==> src/rtl/fetch_unit.sv <==
// Instruction fetch stage: issues in-order word fetches, buffers returned words with
// their PC in a small FIFO for decode, and discards stale responses after a redirect.
module fetch_unit #(
    parameter int              Xlen           = 32,
    parameter int              Ilen           = 32,
    parameter logic [Xlen-1:0] ResetPc        = '0,
    parameter int              Depth          = 2,
    parameter int              MaxOutstanding = 2
) (
    input  logic            clk_i,
    input  logic            rst_i,
    input  logic            redirect_valid_i,
    input  logic [Xlen-1:0] redirect_pc_i,
    output logic            imem_valid_o,
    input  logic            imem_ready_i,
    output logic [Xlen-1:0] imem_addr_o,
    input  logic            imem_rvalid_i,
    input  logic [Ilen-1:0] imem_rdata_i,
    output logic            inst_valid_o,
    input  logic            inst_ready_i,
    output logic [Ilen-1:0] inst_o,
    output logic [Xlen-1:0] pc_o
);
    localparam int AW = $clog2(Depth);
    localparam int CW = $clog2(Depth + 1);
    localparam int OW = $clog2(MaxOutstanding + 1);
    localparam int SW = $clog2(Depth + MaxOutstanding + 1) + 1;

    typedef struct packed {
        logic [Ilen-1:0] inst;
        logic [Xlen-1:0] pc;
    } fifo_entry_t;

    fifo_entry_t     fifo_q [Depth];
    logic [AW-1:0]   rd_ptr, wr_ptr;
    logic [CW-1:0]   count;
    logic [OW-1:0]   outstanding, drop, out_next;
    logic [Xlen-1:0] fetch_pc, resp_pc, redirect_pc;
    logic            credit, accept, rsp_keep, pop, full;

    // Credit reserves a FIFO slot for every request in flight, so a kept
    // response always finds room even if decode never pops.
    assign credit = (SW'(outstanding) + SW'(count) < SW'(Depth)) &&
                    (outstanding < OW'(MaxOutstanding));

    assign imem_valid_o = credit && !redirect_valid_i && !rst_i;
    assign imem_addr_o  = fetch_pc;
    assign accept       = imem_valid_o && imem_ready_i;

    assign inst_valid_o = (count != '0);
    assign inst_o       = fifo_q[rd_ptr].inst;
    assign pc_o         = fifo_q[rd_ptr].pc;

    assign full        = (count == CW'(Depth));
    assign rsp_keep    = imem_rvalid_i && (drop == '0) && !redirect_valid_i;
    assign pop         = inst_valid_o && inst_ready_i && !redirect_valid_i;
    assign out_next    = outstanding + OW'(accept) - OW'(imem_rvalid_i);
    assign redirect_pc = redirect_pc_i & ~Xlen'(3);

    always_ff @(posedge clk_i or posedge rst_i) begin
        if (rst_i) begin
            fetch_pc    <= ResetPc;
            resp_pc     <= ResetPc;
            outstanding <= '0;
            drop        <= '0;
            rd_ptr      <= '0;
            wr_ptr      <= '0;
            count       <= '0;
        end else begin
            outstanding <= out_next;
            if (redirect_valid_i) begin
                // Everything still in flight after this cycle belongs to the old path.
                fetch_pc <= redirect_pc;
                resp_pc  <= redirect_pc;
                drop     <= out_next;
                rd_ptr   <= '0;
                wr_ptr   <= '0;
                count    <= '0;
            end else begin
                if (accept)
                    fetch_pc <= fetch_pc + Xlen'(4);
                if (imem_rvalid_i && drop != '0)
                    drop <= drop - OW'(1);
                if (rsp_keep) begin
                    wr_ptr  <= wr_ptr + AW'(1);
                    resp_pc <= resp_pc + Xlen'(4);
                end
                if (pop)
                    rd_ptr <= rd_ptr + AW'(1);
                count <= count + CW'(rsp_keep) - CW'(pop);
            end
        end
    end

    // Payload storage needs no reset; count gates its visibility.
    always_ff @(posedge clk_i) begin
        if (rsp_keep)
            fifo_q[wr_ptr] <= '{inst: imem_rdata_i, pc: resp_pc};
    end

`ifndef SYNTHESIS
    always_ff @(posedge clk_i) begin
        if (!rst_i) begin
            assert (!(rsp_keep && full && !pop))
                else $error("fetch_unit: enqueue into full instruction fifo");
            assert (!(imem_rvalid_i && outstanding == '0))
                else $error("fetch_unit: response with nothing outstanding");
        end
    end
`endif

endmodule
==> config.mk <==
export PLATFORM = sky130hd
export DESIGN_NAME = fetch_unit
export DESIGN_NICKNAME = d
export VERILOG_FILES = /design/src/rtl/fetch_unit.sv
export SDC_FILE = /design/constraint.sdc
export NUM_CORES = 1
export LEC_CHECK = 0
export ABC_AREA = 1
export ABC_CLOCK_PERIOD_IN_PS = 5900
export BUFFER_PORTS_ARGS = -buffer_cell sky130_fd_sc_hd__buf_2
export CORE_UTILIZATION = 46
export DETAILED_ROUTE_END_ITERATION = 7
export HOLD_SLACK_MARGIN = 0.02
export PLACE_DENSITY = 0.68
export SYNTH_ARGS = -nofsm -noshare
export SYNTH_HDL_FRONTEND = slang
export SYNTH_SLANG_ARGS = --single-unit
==> constraint.sdc <==
create_clock -name clk_i -period 5.9 [get_ports clk_i]
set_input_delay 1.475 -clock clk_i [delete_from_list [all_inputs] [get_ports clk_i]]
set_output_delay 1.475 -clock clk_i [all_outputs]
set_load 0.01 [all_outputs]
==> metrics.md, run 1 <==
| Metric | Value |
|---|---|
| Crit-path max cell delay | `0.58 ns` |
| Clk root buf | `clkbuf_16` |
| Largest net degree at the start of global routing | `65` |
| Crit Path Max Fanout | `42` |
| Setup crit end kind | `primary output` |
| Vias/cell | `4.91` |
| Initial antenna violation count | `0` |
| Nets | `1295` |
| Core area | `19600 um2` |
| Antenna fix cells | `0` |
| Slew Viols, Final | `0` |
| Initial Util | `0.471` |
| Final setup fails | `0` |
| Filler cells | `1799` |
| RSZ-0062 raised after global routing | `no` |
| Synthesized area | `9230 um2` |
| Worst-Skew Late Latency | `0.44 ns` |
| Post-CTS setup buffers | `0` |
| Clock Path Buffers | `2` |
| # clock sinks | `192` |
| Status | `finished, final reports clean` |
| Synth top area share | `0.403` |
| HP Class | `register to register` |
| Gr usage total | `0.213` |
| Number of flops mapped to enable cells by yosys | `124` |
| Data arrival time of the worst path | `2.40 ns` |
| Cell with the most instances after synthesis | `nand2_1` |
| Distinct cells, synth | `33` |
| Highest routed metal layer | `met4` |
| Final hold vios | `0` |
| Critical path's slowest cell | `buf_2` |
| F_max | `258 MHz` |
| Gpl congestion | `0.878` |
| Met1 Wirelength | `9.67 mm` |
| Number of synthesis warnings | `0` |
| Ports | `168` |
| CTS tree | `built` |
| Most used DFF post-synth | `edfxtp_1` |
| I/O Buffers | `161` |
| DRT Pass-1 Iters | `5` |
| Area leader, netlist | `edfxtp_1` |
| Post-synth top cells | `nand2_1 (466), edfxtp_1 (124), inv_1 (96)` |
| Most used cell, CP | `buf_2` |
| Tcrit/Tclk final | `0.658` |
| First-pass GRT wire length | `33.3 mm` |
| H-tree Lvls | `4` |
| Vias in the first global route | `6631` |
| #FFs+latches synth | `192` |
| Peak supply drop | `207 uV` |
| FF+latch area | `5430 um2` |
| HPWL after DPL | `15.0 mm` |
| Clock transition at path regs | `0.07 ns` |
| Post-Syn Instances | `1059` |
| Die width | `144 um` |
| WL final | `21.1 mm` |
| Synth Area per Inst | `8.72 um2` |
| Worst slew pin tran | `1.08 ns` |
| Critical path class | `primary input to primary output` |
| Dominant cells by area after synthesis | `edfxtp_1 (40%), nand2_1 (19%), dfrtp_1 (18%)` |
| WP data required | `4.43 ns` |
| Power density over the cells | `345 nW/um2` |
| Antenna Nets Post-Route | `0` |
| Post-CTS Resized | `0` |
| Share of layout cells above drive strength 1 | `0.185` |
| CTS Hold Bufs | `0` |
| Headroom to the max-slew limit | `0.279` |
| Skew final | `0.00826 ns` |
| Multi-input logic area | `3300 um2` |
| Startpoint Class | `primary input` |
| Total congestion overflow | `0` |
| Routed via count | `7345` |
| P_leak | `4.98 nW` |
| FP Rows | `51` |
| Drt wl/cell | `14.1 um` |
| Number of buffers created by CTS | `17` |
| Seq/Total Area, Yosys | `0.588` |
| Crit-path cells | `buf_2, nor2_2, and3_1, buf_2` |
| Post-synth ARST share | `0.354` |
| Met3 routed wirelength | `1.47 mm` |
| TNS Setup | `0 ns` |
| DRC violations left | `0` |
| Max-cap viol count | `0` |
| Die height | `144 um` |
| Fin crit period | `3.88 ns` |
| Final core utilization | `0.557` |
| Die Area | `20600 um2` |
| Met2 routed WL | `9.55 mm` |
| Starting DRT DRC Count | `404` |
| Synthesis-to-finish area growth | `18.1%` |
-- power breakdown --
part           switching [mW]  leakage, nW  internal [mW]
logic                   0.526         2.73          0.294
clock network           0.553        0.298          0.609
registers               0.159         1.96           1.63
-- cells in the final DEF, fill, tap and decap left out, types with 2 or more instances in the layout --
master,netlist,final
buf_2,13,161
xnor2_1,7,7
edfxtp_1,124,124
nand2_1,466,466
o21bai_1,6,6
inv_8,0,2
dfrtp_1,68,67
buf_4,5,7
nor3_1,3,3
nand3b_1,3,3
nand4_1,8,8
nor2_4,5,7
conb_1,1,4
inv_2,4,5
inv_1,96,95
clkinv_8,0,4
nand2_2,3,3
nor2_2,9,9
nand3_2,2,2
inv_6,0,5
nor2_1,76,74
o21ai_1,2,2
xor2_1,16,16
ha_1,7,7
a21oi_1,11,11
o21ai_0,27,27
o211ai_1,13,13
clkbuf_16,0,17
clkinv_4,0,2
nand3_1,64,64
-- registers in the layout, summed over array words and instances (netlist names) --
signal	count
imem_addr_o	30
outstanding	2
wr_ptr	1
rd_ptr	1
count	2
resp_pc	30
fifo_q	124
drop	2
-- worst paths after layout --
kind | from | endpoint | slack [ns] | cells past startpoint
setup / recovery | redirect_valid_i | imem_valid_o | 2.02 | 4
hold / removal | resp_pc[2] | fifo_q[0][2] | 0.53 | 0
setup reg to reg | outstanding[0] | imem_addr_o[11] | 2.85 | 10
hold reg to reg | resp_pc[2] | fifo_q[0][2] | 0.53 | 0
max in group asynchronous | rst_i | rd_ptr | 3.77 | 3
min in group asynchronous | rst_i | imem_addr_o[2] | 1.16 | 2
-- area by class of cell --
| type | instances | area share |
|---|---|---|
| Clock buffer | 17 | 0.0390 |
| Clock inverter | 15 | 0.0169 |
| Inverter | 101 | 0.0348 |
| Multi-Input combinational cell | 737 | 0.303 |
| Sequential cell | 192 | 0.498 |
| Tap cell | 265 | 0.0304 |
| Timing Repair Buffer | 168 | 0.0787 |
-- metal layers --
metal  GRT usage  vias up
met5           0        -
met4      0.0622        0
met3      0.0413       26
met2       0.344      250
met1       0.291     3374
li1            -     3695
-- cell families after synthesis --
logic type               Yosys count  share of synthesized area
other                              1                   0.000406
AND/OR/NAND/NOR                  642                      0.283
buffers and inverters            133                     0.0579
adder cells (fa/ha/maj)            8                     0.0117
XOR/XNOR                          23                     0.0218
AO/OA/AOI/OAI                     60                     0.0378
flip-flops                       192                      0.588
-- critical path, delay by kind of cell --
kind,cells,cell delay [ns]
AND/OR/NAND/NOR,2,0.22
buffers and inverters,2,0.71
-- metrics by stage --
| step | worst slack (ns) | instances | power (mW) | hold slack [ns] | instance area [um2] |
|---|---|---|---|---|---|
| 6_report | 2.02 | 1495 | 3.77 | 0.535 | 10900 |
| 5_1_grt | 1.91 | 1495 | 3.97 | 0.568 | 10900 |
| 4_1_cts | 2.01 | 1495 | 3.79 | 0.544 | 10900 |
| 3_5_place_dp | 1.65 | 1463 | 2.64 | 0.526 | 10300 |
| 3_3_place_gp | 1.63 | 1463 | 2.62 | 0.510 | 10300 |
| 2_1_floorplan | 0.844 | 1062 | 2.31 | 0.464 | 9250 |
No activity file was read; power rests on OpenSTA's default activity.
==> run 2: changes to the inputs <==
--- a/config.mk
+++ b/config.mk
@@ -6,7 +6,7 @@
 export NUM_CORES = 1
 export LEC_CHECK = 0
 export ABC_AREA = 1
-export ABC_CLOCK_PERIOD_IN_PS = 5900
+export ABC_CLOCK_PERIOD_IN_PS = 4030
 export BUFFER_PORTS_ARGS = -buffer_cell sky130_fd_sc_hd__buf_2
 export CORE_UTILIZATION = 46
 export DETAILED_ROUTE_END_ITERATION = 7
==> constraint.sdc (replaced) <==
create_clock -name clk_i -period 4.03 [get_ports clk_i]
set_input_delay 1.0075 -clock clk_i [delete_from_list [all_inputs] [get_ports clk_i]]
set_output_delay 1.0075 -clock clk_i [all_outputs]
set_load 0.01 [all_outputs]
==> run 2 against run 1 <==
  * Die area stayed put
  * Sequential cell count stayed put
  * Register-to-register slack worse by 1.4 ns
  * Critical path depth stayed put
  * Largest power group unchanged
  * First-iteration DRC count is 0.99% lower
  * Critical path type unchanged
==> metrics.md, run 2 (synthesized netlist as in run 1, its figures left out) <==
| Metric | Value |
|---|---|
| Fin crit period | `2.96 ns` |
| Routed via count | `7285` |
| Gr usage total | `0.208` |
| Die Area | `20600 um2` |
| # clock sinks | `192` |
| Worst R2R End | `imem_addr_o[11]` |
| Clock Path Buffers | `2` |
| RSZ-0062 raised after global routing | `no` |
| TNS Setup | `0 ns` |
| Vias/cell | `4.86` |
| P_leak | `4.98 nW` |
| Grt peak-use layer | `met2` |
| CP Launch Point | `redirect_valid_i` |
| Slew Viols, Final | `0` |
| FP Rows | `51` |
| Die height | `144 um` |
| Final setup fails | `0` |
| Status | `finished, final reports clean` |
| FF-to-FF path depth | `10` |
| WP data required | `3.02 ns` |
| Filler cells | `1740` |
| Ports | `168` |
| Commonest non-fill, non-tap cell in the layout | `nand2_1` |
| Share of layout cells above drive strength 1 | `0.187` |
| Peak supply drop | `284 uV` |
| I/O Buffers | `161` |
| Max-cap viol count | `0` |
| Startpoint Class | `primary input` |
| Initial antenna violation count | `0` |
| Tcrit/Tclk final | `0.735` |
| HP Start | `resp_pc[2]` |
| Largest net degree at the start of global routing | `63` |
| Worst Hold Path EP | `fifo_q[1][2]` |
| Total congestion overflow | `0` |
| Worst Hold Path Cells | `0` |
| Nets | `1298` |
| Initial Util | `0.471` |
| Clock transition at path regs | `0.07 ns` |
| DRC violations left | `0` |
| Critical path class | `primary input to primary output` |
| GR Util met3 | `0.0480` |
| DRT Pass-1 Iters | `6` |
| HP Class | `register to register` |
| Die width | `144 um` |
| CTS Hold Bufs | `0` |
| Number of buffers created by CTS | `17` |
| GR Layer Usage met1 | `0.281` |
| F_max | `338 MHz` |
| Headroom to the max-slew limit | `0.446` |
| Post-CTS setup buffers | `0` |
| Reg-to-reg startpoint | `count[0]` |
| Most flop-heavy register | `fifo_q` |
| WL final | `20.7 mm` |
| Tot Pwr | `5.48 mW` |
| Most frequent cells in the layout | `nand2_1 (466), buf_2 (161), edfxtp_1 (124)` |
| Gpl congestion | `0.905` |
| Worst slew pin tran | `0.829 ns` |
| Starting DRT DRC Count | `400` |
| Setup crit end kind | `primary output` |
| Worst-Skew Late Latency | `0.43 ns` |
| Data arrival time of the worst path | `1.95 ns` |
| Max FFs per register | `124` |
| Reg2Reg Setup Slack | `1.41 ns` |
| Antenna fix cells | `0` |
| Power density over the cells | `501 nW/um2` |
| Clk root buf | `clkbuf_16` |
| Crit Path Max Fanout | `42` |
| Core area | `19600 um2` |
| Post-CTS Resized | `0` |
| HPWL after DPL | `14.6 mm` |
| Antenna Nets Post-Route | `0` |
| Drt wl/cell | `13.8 um` |
| First-pass GRT wire length | `32.5 mm` |
| Global routing usage on met2 | `0.333` |
| H-tree Lvls | `4` |
| CTS tree | `built` |
| FF+latch area | `5430 um2` |
| Final hold vios | `0` |
| Skew final | `0.0110 ns` |
| Synthesis-to-finish area growth | `18.4%` |
| Vias in the first global route | `6465` |
| Multi-input logic area | `3300 um2` |
==> run 2: cell types whose count changed in the layout (fill, tap and decap cells not counted) <==
cell and change:
clkinv_4 -2, clkbuf_1 +1, buf_4 +1, clkinv_8 -2, inv_6 +2, clkinv_2 -1, clkinvlp_4 +2, buf_12 +2
==> run 2: worst max-delay path by stage <==
| stage | end | depth (start not counted) |
|---|---|---|
| CTS | inst_o[16] | 5 |
| detailed placement | fifo_q[0][40] | 6 |
| global placement | fifo_q[0][32] | 6 |
| finish | imem_valid_o | 4 |
| global route | inst_o[18] | 5 |
| floorplan | fifo_q[0][10] | 4 |
==> run 2: report_power, final <==
part           internal [mW]  switching [mW]
sequential              2.38           0.234
clock                  0.885           0.775
combinational          0.440           0.768
total                   3.70            1.78
==> run 2: final cells by class <==
cell class	count	area share
Sequential cell	192	0.496
Multi-Input combinational cell	737	0.302
Timing Repair Buffer	171	0.0828
Clock buffer	18	0.0392
Inverter	101	0.0347
Tap cell	265	0.0303
Clock inverter	14	0.0148
==> run 2: metrics by stage <==
stage,cell area [um2],setup WS (ns),hold slack [ns],util,instances
6_report,10900,1.07,0.541,0.558,1498
5_1_grt,10900,0.912,0.574,0.558,1498
2_1_floorplan,9250,0.470,0.464,-,1062
4_1_cts,10900,1.03,0.550,0.558,1498
3_5_place_dp,10300,0.728,0.529,0.528,1466
3_3_place_gp,10300,0.773,0.524,0.528,1466
==> run 2: worst max-delay path, stage by stage <==
cell	delay [ns]
buf_2	0.58
nor2_2	0.06
and3_1	0.17
buf_2	0.13
==> run 2: metal layers <==
layer | up-vias | wire, um | share of wire
li1 | 3697 | - | -
met1 | 3320 | 9580 | 0.46
met2 | 253 | 9460 | 0.46
met3 | 15 | 1440 | 0.070
met4 | 0 | 229 | 0.011
met5 | - | 0 | 0
